$ cat config.mk
export PLATFORM = sky130hd
export DESIGN_NAME = multicycle_ctrl
export DESIGN_NICKNAME = d
export VERILOG_FILES = /design/src/rtl/multicycle_ctrl.sv
export SDC_FILE = /design/constraint.sdc
export NUM_CORES = 1
export LEC_CHECK = 0
export ABC_AREA = 1
export CAP_MARGIN = 20
export CORE_ASPECT_RATIO = 0.9
export CORE_UTILIZATION = 37
export CTS_CLUSTER_DIAMETER = 200
export DETAILED_ROUTE_END_ITERATION = 16
export PLACE_DENSITY_LB_ADDON = 0.05
export SLEW_MARGIN = 10
export SYNTH_ARGS = -nofsm -noshare
export SYNTH_HDL_FRONTEND = slang
export SYNTH_SLANG_ARGS = --single-unit
$ cat constraint.sdc
create_clock -name clk -period 3.3 [get_ports clk]
set_input_delay 0.495 -clock clk [delete_from_list [all_inputs] [get_ports clk]]
set_output_delay 0.495 -clock clk [all_outputs]
set_load 0.05 [all_outputs]
$ cat src/rtl/multicycle_ctrl.sv
// -----------------------------------------------------------------------------
// multicycle_ctrl
//   Multi-cycle control sequencer placed directly upstream of the ALU. It steps
//   IF/ID/EX/MEM/WB for the latched instruction and drives the ALU function
//   code, operand selects and the datapath write enables. Memory accesses use
//   a ready handshake, so a slow memory simply holds the sequencer in IF/MEM.
//
//   Optional feature: define CTRL_INST_COUNT_EN to build the retired-
//   instruction counter. Without it num_inst is tied to zero and no counter
//   flops exist.
//
// Ports
//   clk, reset_n          clock (rising edge), asynchronous active-low reset
//   inst                  IR contents; opcode [15:12], func [5:0]
//   mem_ready             memory finished the current read/write this cycle
//   alu_b_result          ALU branch flag (gates the PC load in the datapath)
//   func_code             ALU function select
//   alu_src_a/alu_src_b   ALU operand selects
//   pc_source, pc_write, pc_write_cond   PC update controls
//   i_or_d, mem_read, mem_write          memory address select and requests
//   ir_write, reg_write, reg_dst, mem_to_reg, wwd   datapath enables/selects
//   is_halted             high after HLT until reset
//   num_inst              retired-instruction count (wraps)
//
// ALU function codes
//   ADD=0 SUB=1 AND=2 ORR=3 NOT=4 TCP=5 SHL=6 SHR=7 LHI=8 JMP=9
//   BNE=10 BEQ=11 BGZ=12 BLZ=13
// -----------------------------------------------------------------------------
module multicycle_ctrl #(
  parameter int WORD_SIZE = 16,
  parameter int CNT_WIDTH = 16
) (
  input  logic                 clk,
  input  logic                 reset_n,
  input  logic [WORD_SIZE-1:0] inst,
  input  logic                 mem_ready,
  input  logic                 alu_b_result,
  output logic [3:0]           func_code,
  output logic                 alu_src_a,
  output logic [1:0]           alu_src_b,
  output logic [1:0]           pc_source,
  output logic                 pc_write,
  output logic                 pc_write_cond,
  output logic                 i_or_d,
  output logic                 mem_read,
  output logic                 mem_write,
  output logic                 ir_write,
  output logic                 reg_write,
  output logic [1:0]           reg_dst,
  output logic [1:0]           mem_to_reg,
  output logic                 wwd,
  output logic                 is_halted,
  output logic [CNT_WIDTH-1:0] num_inst
);

  localparam logic [2:0] ST_IF   = 3'd0;
  localparam logic [2:0] ST_ID   = 3'd1;
  localparam logic [2:0] ST_EX   = 3'd2;
  localparam logic [2:0] ST_MEM  = 3'd3;
  localparam logic [2:0] ST_WB   = 3'd4;
  localparam logic [2:0] ST_HALT = 3'd5;

  localparam logic [3:0] OP_BNE   = 4'd0;
  localparam logic [3:0] OP_BEQ   = 4'd1;
  localparam logic [3:0] OP_BGZ   = 4'd2;
  localparam logic [3:0] OP_BLZ   = 4'd3;
  localparam logic [3:0] OP_ADI   = 4'd4;
  localparam logic [3:0] OP_ORI   = 4'd5;
  localparam logic [3:0] OP_LHI   = 4'd6;
  localparam logic [3:0] OP_LWD   = 4'd7;
  localparam logic [3:0] OP_SWD   = 4'd8;
  localparam logic [3:0] OP_JMP   = 4'd9;
  localparam logic [3:0] OP_JAL   = 4'd10;
  localparam logic [3:0] OP_RTYPE = 4'd15;

  localparam logic [5:0] FN_JPR = 6'd25;
  localparam logic [5:0] FN_JRL = 6'd26;
  localparam logic [5:0] FN_WWD = 6'd28;
  localparam logic [5:0] FN_HLT = 6'd29;

  localparam logic [3:0] FUNC_ADD = 4'd0;
  localparam logic [3:0] FUNC_ORR = 4'd3;
  localparam logic [3:0] FUNC_LHI = 4'd8;
  localparam logic [3:0] FUNC_JMP = 4'd9;
  localparam logic [3:0] FUNC_BNE = 4'd10;
  localparam logic [3:0] FUNC_BEQ = 4'd11;
  localparam logic [3:0] FUNC_BGZ = 4'd12;
  localparam logic [3:0] FUNC_BLZ = 4'd13;

  logic [2:0] state, nextState;
  logic [3:0] opcode;
  logic [5:0] funct;
  logic       isRType, isRAlu, isJpr, isJrl, isWwd, isHlt, isLegal;
  logic       unusedInputs;

  // Register fields are consumed by the datapath, and the branch flag gates
  // the PC load there; the sequencer itself never needs them.
  assign unusedInputs = ^{alu_b_result, inst[11:6]};

  // Instruction class decode shared by next-state and output logic.
  always_comb begin
    opcode  = inst[15:12];
    funct   = inst[5:0];
    isRType = (opcode == OP_RTYPE);
    isRAlu  = isRType && (funct < 6'd8);
    isJpr   = isRType && (funct == FN_JPR);
    isJrl   = isRType && (funct == FN_JRL);
    isWwd   = isRType && (funct == FN_WWD);
    isHlt   = isRType && (funct == FN_HLT);
    isLegal = (opcode <= OP_JAL) || isRAlu || isJpr || isJrl || isWwd || isHlt;
  end

  // State register; reset parks the sequencer at the fetch state.
  always_ff @(posedge clk or negedge reset_n) begin
    if (!reset_n) state <= ST_IF;
    else          state <= nextState;
  end

  // Next-state sequencing. IF and MEM wait on the memory handshake; illegal
  // opcodes are dropped back to IF straight from ID.
  always_comb begin
    nextState = state;
    case (state)
      ST_IF:  if (mem_ready) nextState = ST_ID;
      ST_ID: begin
        if (isHlt)         nextState = ST_HALT;
        else if (!isLegal) nextState = ST_IF;
        else               nextState = ST_EX;
      end
      ST_EX: begin
        if (isRAlu || opcode == OP_ADI || opcode == OP_ORI || opcode == OP_LHI)
          nextState = ST_WB;
        else if (opcode == OP_LWD || opcode == OP_SWD)
          nextState = ST_MEM;
        else
          nextState = ST_IF;
      end
      ST_MEM: if (mem_ready) nextState = (opcode == OP_LWD) ? ST_WB : ST_IF;
      ST_WB:   nextState = ST_IF;
      ST_HALT: nextState = ST_HALT;
      default: nextState = ST_IF;
    endcase
  end

  // Control outputs decoded from state and instruction. Everything is forced
  // to its idle value while reset is asserted so an in-flight memory request
  // drops immediately rather than at the next clock.
  always_comb begin
    func_code     = FUNC_ADD;
    alu_src_a     = 1'b0;
    alu_src_b     = 2'd0;
    pc_source     = 2'd0;
    pc_write      = 1'b0;
    pc_write_cond = 1'b0;
    i_or_d        = 1'b0;
    mem_read      = 1'b0;
    mem_write     = 1'b0;
    ir_write      = 1'b0;
    reg_write     = 1'b0;
    reg_dst       = 2'd0;
    mem_to_reg    = 2'd0;
    wwd           = 1'b0;
    is_halted     = 1'b0;
    if (reset_n) begin
      case (state)
        ST_IF: begin
          mem_read  = 1'b1;
          alu_src_b = 2'd1;
          ir_write  = mem_ready;
          pc_write  = mem_ready;
        end
        ST_ID: alu_src_b = 2'd2;
        ST_EX: begin
          if (isRAlu) begin
            func_code = {1'b0, funct[2:0]};
            alu_src_a = 1'b1;
          end else begin
            case (opcode)
              OP_ADI, OP_LWD, OP_SWD: begin
                alu_src_a = 1'b1;
                alu_src_b = 2'd2;
              end
              OP_ORI, OP_LHI: begin
                func_code = (opcode == OP_ORI) ? FUNC_ORR : FUNC_LHI;
                alu_src_a = 1'b1;
                alu_src_b = 2'd3;
              end
              OP_BNE, OP_BEQ, OP_BGZ, OP_BLZ: begin
                case (opcode)
                  OP_BNE:  func_code = FUNC_BNE;
                  OP_BEQ:  func_code = FUNC_BEQ;
                  OP_BGZ:  func_code = FUNC_BGZ;
                  default: func_code = FUNC_BLZ;
                endcase
                alu_src_a     = 1'b1;
                pc_write_cond = 1'b1;
                pc_source     = 2'd1;
              end
              OP_JMP, OP_JAL: begin
                func_code = FUNC_JMP;
                alu_src_b = 2'd3;
                pc_write  = 1'b1;
                pc_source = 2'd2;
                if (opcode == OP_JAL) begin
                  reg_write  = 1'b1;
                  reg_dst    = 2'd2;
                  mem_to_reg = 2'd2;
                end
              end
              OP_RTYPE: begin
                if (isJpr || isJrl) begin
                  pc_write  = 1'b1;
                  pc_source = 2'd3;
                end
                if (isJrl) begin
                  reg_write  = 1'b1;
                  reg_dst    = 2'd2;
                  mem_to_reg = 2'd2;
                end
                if (isWwd) begin
                  wwd       = 1'b1;
                  alu_src_a = 1'b1;
                end
              end
              default: ;
            endcase
          end
        end
        ST_MEM: begin
          i_or_d    = 1'b1;
          mem_read  = (opcode == OP_LWD);
          mem_write = (opcode == OP_SWD);
        end
        ST_WB: begin
          reg_write  = 1'b1;
          reg_dst    = isRType ? 2'd1 : 2'd0;
          mem_to_reg = (opcode == OP_LWD) ? 2'd1 : 2'd0;
        end
        ST_HALT: is_halted = 1'b1;
        default: ;
      endcase
    end
  end

`ifdef CTRL_INST_COUNT_EN
  logic                 retire;
  logic [CNT_WIDTH-1:0] instCount;

  // An instruction retires when it leaves EX/MEM/WB for IF, or when HLT
  // reaches the halt state; illegal opcodes leave from ID and are not counted.
  always_comb begin
    retire = ((state == ST_EX || state == ST_MEM || state == ST_WB) && nextState == ST_IF)
          || (state == ST_ID && nextState == ST_HALT);
  end

  // Retired-instruction counter, wrapping naturally at its width.
  always_ff @(posedge clk or negedge reset_n) begin
    if (!reset_n)    instCount <= '0;
    else if (retire) instCount <= instCount + 1'b1;
  end

  assign num_inst = instCount;
`else
  assign num_inst = '0;
`endif

endmodule

# --- After elaboration in Yosys (flattened, before gate mapping) ---
# Cells that the tools add are included.
totals:
  regBits: 3
  input_bits: 20
  output_inout_bits: 38
  word_cells: 116
op_classes:
  magnitude_cmp: 2
  eq_ne: 22
  muxes: 67
  reduce_logical: 24
ops:
  columns: ["cell", "n"]
  rows:
  - ["1-bit 2-to-1 mux", 30]
  - ["2-bit 2-to-1 mux", 13]
  - ["6-bit by 5-bit equality test with 1-bit output (second input constant)", 4]
  - ["4-bit by 3-bit equality test with 1-bit output (second input constant)", 4]
  - ["4-bit equality test (second input constant)", 4]
  - ["4-bit 2-to-1 mux", 4]
  - ["2-bit one-hot mux with 2 select lines", 4]
  - ["3-bit 2-to-1 mux", 5]
  - ["3-bit one-hot mux with 5 select lines", 1]
  - ["1-bit one-hot mux with 2 select lines", 6]
  - ["2-bit one-hot mux with 3 select lines", 2]
  - ["4-bit one-hot mux with 3 select lines", 1]
  - ["1-bit logical OR", 10]
  - ["3-bit one-hot mux with 3 select lines", 1]
  - ["9-bit OR reduction", 1]
  - ["4-bit by 2-bit equality test with 1-bit output (second input constant)", 2]
  - ["4-bit OR reduction", 2]
  - ["3-bit by 2-bit equality test with 1-bit output (second input constant)", 2]
  - ["3-bit equality test (second input constant)", 2]
  - ["6-bit by 4-bit < comparator with 1-bit output (second input constant)", 1]
  - ["1-bit logical AND", 5]
  - ["4-bit by 1-bit equality test with 1-bit output (second input constant)", 1]
  - ["4-bit <= comparator (second input constant)", 1]
  - ["4-bit logical NOT", 1]
  - ["6 further kinds", 8]

# --- Longest topological paths before layout ---
# Gate-level depths: netlist of the first run.
depth:
  ltp_word: 10
  mapped_depth: 9
  mapped_depth_nobuf: 9

# --- Least setup slack after synthesis of the first run ---
# Ideal clock, no wire load.
synth_timing:
  path_kind: "input -> output"
  from: "input inst[13]"
  to: "output mem_write"
  arrival_time_ns: 2.011
  required_ns: 2.805
  slack_ns: 0.794
  cell_stages: 4
  path_buffers: 1
  path_cell_list: "buf_2 nor2_1 nand2_1 nor3_1"
synth_between:
  elab_chain_len: 3
synth_rtl:
  columns: ["item", "line_no", "text"]
  rows:
  - ["from (decl)", "35", "input logic [WORD_SIZE-1:0] inst,"]
  - ["4-bit equality test", "232", "mem_write = (opcode == OP_SWD);"]
  - ["1-bit 2-to-1 mux", "165", "case (state)"]
  - ["1-bit 2-to-1 mux", "164", "if (reset_n) begin"]
  - ["to (decl)", "46", "output logic mem_write,"]
# Every way passes these cells.

# --- Worst setup path after layout of the first run ---
# Ends and elaborated chain as after synthesis.

==> results.ini, run 1 <==
[yosys]
ys_ff_latch=3
syn_avg_cell_area_um2=5.574
ys_seq_area_frac=0.09419
syn_area_um2=797.0
syn_inst=143
yosys_warnings=0
synth.distinct_cells=26

[critical_path]
critical_path.endpoint=mem_write
startpoint=inst[13]
critPathArrivalTime_ns=2.44
timing.critical_path.from_type=input port
critPathKind=input port to output pin
crit-reg2reg-launch=state[0]$_DFFE_PN0P_
reg2reg_to=state[2]$_DFFE_PN0P_
r2r_cells=6
r2r_slack_ns=2.07
end_kind=output pin
path_max_fanout=8
required_ns=2.80

[pwr]
pwr-share-seq=0.142
p_sw_mw=0.3239
power_density_mw_per_mm2=490.3
intPower_mw=0.2062
sw_frac_of_total=0.6110
p_leak_nw=0.5777
ir_drop_mv=0.4021
power_frac_comb=0.741
p_clk_frac=0.118

[die]
core_area_mm2=0.001971
fp-row-count=15
dieArea_mm2=0.002344
ioPinCount=58
die_w_um=50.92
dieHeight_um=46.03
start_util=0.4044

[final_layout]
area_growth_pct=35.64
n_antenna_cell=0
nNetsFinal=199
regMostFlops=state
fin_area_mm2=0.001081
fill_cells=214
drive_above_1_share=0.2022
largest_reg_flops=3
largestRegisters=state (3)

[place]
port_buffers=34
globalplace.congestion=0.8647
place_area_mm2=0.001055
dp_hpwl_um=1683

[clock_tree]
cts_buffer_depth=2
h-tree-depth=1
cts_sinks=3
cts_setup_buffers=0
numCtsBuffers=3
ctsHoldBuffers=0
clkLatencyLatePin_ns=0.23
cts_resized=0
cts_tree=built
clkTransAtPathRegs_ns=0.04
clock_tree.root_cell=clkbuf_4

[sta]
period_minus_slack_ns=2.935
grt_setup_unrepaired=no
worstMarginPinSlew_ns=0.5003
fin_worst_skew_ns=0.004719
max_freq_mhz=340.7
slew_headroom=0.6654
setup_viol=0
period_share=0.8895
drv_slew=0
finalHoldViolCount=0
tns_ns=0

[drt]
route.met3.wl_um=108
routed.top_layer=met3
wl_per_cell_um=9.665
first_pass_iters=4
ant_nets=0
wl_met1_um=1000
wl_um=1962
wl_met2_um=852
drc=0
drtIter0Drc=16
vias=931
viasPerCell=4.586

[run]
max_cap_violations=0

[global_routing]
grt_pass1_vias=755
grt_start_max_net_pins=9
grt_pass1_wl_um=3029
antenna_found_initial=0
grt_usage=0.1691
gr-total-overflow=0

[run_status]
outcome=complete, no violations

[hold_path]
min_path_type=input port to async pin

==> critical path: stages <==
cell and delay [ns]:
clkdlybuf4s50_1 0.54, nor2_1 0.29, nand2_1 0.11, nor3_1 0.18
clkdlybuf4s50_1 0.83
==> layer usage <==
metal	global-route usage	up-vias
met2	0.2711	41
met4	0.03333	0
met5	0	-
met3	0.01333	0
li1	-	486
met1	0.2466	404
==> logic make-up after synthesis <==
family                 after synthesis  synth area share
buffers and inverters               41            0.2747
DFF                                  3           0.09419
AOI/OAI and AO/OA                   15            0.1083
and+or+nand+nor                     83            0.5180
other                                1          0.004705
==> worst min-delay path by stage <==
stage / from / to / slack, ns / depth (start not counted)
finish: reset_n / state[2]$_DFFE_PN0P_ / 0.50 / 1
global route: reset_n / state[2]$_DFFE_PN0P_ / 0.49 / 1
CTS: reset_n / state[2]$_DFFE_PN0P_ / 0.49 / 1
detailed placement: state[2]$_DFFE_PN0P_ / state[1]$_DFFE_PN0P_ / 0.71 / 3
global placement: state[0]$_DFFE_PN0P_ / state[1]$_DFFE_PN0P_ / 0.72 / 3
floorplan: reset_n / state[0]$_DFFE_PN0P_ / 0.20 / 0
==> synth_stat cells, drive strengths merged <==
cell type  instances  area, um^2
nor3               5       41.29
nand3             11       60.06
a31oi              3       18.77
inv               23       86.33
or2                1       8.760
conb               1       3.750
a21oi              7       38.79
buf               18       132.6
dfrtp              3       75.07
o21ai              3       15.01
o21a               1       7.510
nor2              24       110.1
nand4              3       33.78
o22ai              1       6.260
nand2             39       158.9
==> stage by stage <==
step | setup WS, ns | total power, mW | cells | util | hold slack, ns
after floorplan | 0.7942 | 0.3823 | 158 | - | 0.1994
after global placement | 0.3845 | 0.4648 | 199 | 0.5352 | 0.7225
after detailed placement | 0.3848 | 0.4674 | 199 | 0.5352 | 0.7069
after CTS | 0.3625 | 0.5325 | 203 | 0.5486 | 0.4912
after global routing | 0.2593 | 0.5638 | 203 | 0.5486 | 0.4950
final | 0.3646 | 0.5300 | 203 | 0.5486 | 0.4960
==> area by class of cell <==
class / count / area (um^2) / share of cell area
Clock buffer: 4 / 26.28 / 0.02431
Inverter: 23 / 86.33 / 0.07986
Multi-Input combinational cell: 114 / 559.3 / 0.5174
Sequential cell: 3 / 75.07 / 0.06944
Tap cell: 25 / 31.28 / 0.02894
Timing Repair Buffer: 34 / 302.8 / 0.2801
==> power by group through the flow <==
stage                     logic [mW]  clock network (mW)  registers (mW)
after floorplan                0.312                   0          0.0706
after global placement         0.391                   0          0.0742
after detailed placement       0.392                   0          0.0749
after CTS                      0.394              0.0643          0.0743
after global routing           0.421              0.0664          0.0769
final                          0.393              0.0624          0.0750
==> cells in the final DEF (no fill, tap or decap) <==
| cell type | count |
|---|---|
| nand3_2 | 1 |
| nor2_1 | 20 |
| inv_2 | 3 |
| a21oi_2 | 1 |
| nand3_1 | 10 |
| nor3_2 | 1 |
| nand2_1 | 34 |
| inv_1 | 20 |
| o21a_1 | 1 |
| clkbuf_1 | 1 |
| buf_4 | 15 |
| or2_4 | 1 |
| o21ai_1 | 1 |
| o22ai_1 | 1 |
| nand4_1 | 2 |
| dfrtp_1 | 3 |
| nand4_4 | 1 |
| nor3_4 | 1 |
| clkdlybuf4s50_1 | 19 |
| clkbuf_4 | 3 |
| nor2_4 | 2 |
| o21ai_0 | 2 |
| conb_1 | 16 |
| nor3_1 | 3 |
| nor2_2 | 2 |
| a21oi_1 | 6 |
| nand2_2 | 5 |
| a31oi_1 | 3 |
No activity file was read; power rests on OpenSTA's default activity.
==> inputs of run 2 (changes only) <==
--- a/config.mk
+++ b/config.mk
@@ -12,6 +12,7 @@
 export CTS_CLUSTER_DIAMETER = 200
 export DETAILED_ROUTE_END_ITERATION = 16
 export PLACE_DENSITY_LB_ADDON = 0.05
+export SKIP_CTS_REPAIR_TIMING = 1
 export SLEW_MARGIN = 10
 export SYNTH_ARGS = -nofsm -noshare
 export SYNTH_HDL_FRONTEND = slang
==> results of run 2 <==
The final DEF is identical to that of run 1; final timing and power are the same.
==> inputs of run 3 (changes only) <==
--- a/config.mk
+++ b/config.mk
@@ -9,7 +9,6 @@
 export CAP_MARGIN = 20
 export CORE_ASPECT_RATIO = 0.9
 export CORE_UTILIZATION = 37
-export CTS_CLUSTER_DIAMETER = 200
 export DETAILED_ROUTE_END_ITERATION = 16
 export PLACE_DENSITY_LB_ADDON = 0.05
 export SKIP_CTS_REPAIR_TIMING = 1
==> results of run 3 <==
The final DEF is identical to that of run 1; final timing and power are the same.
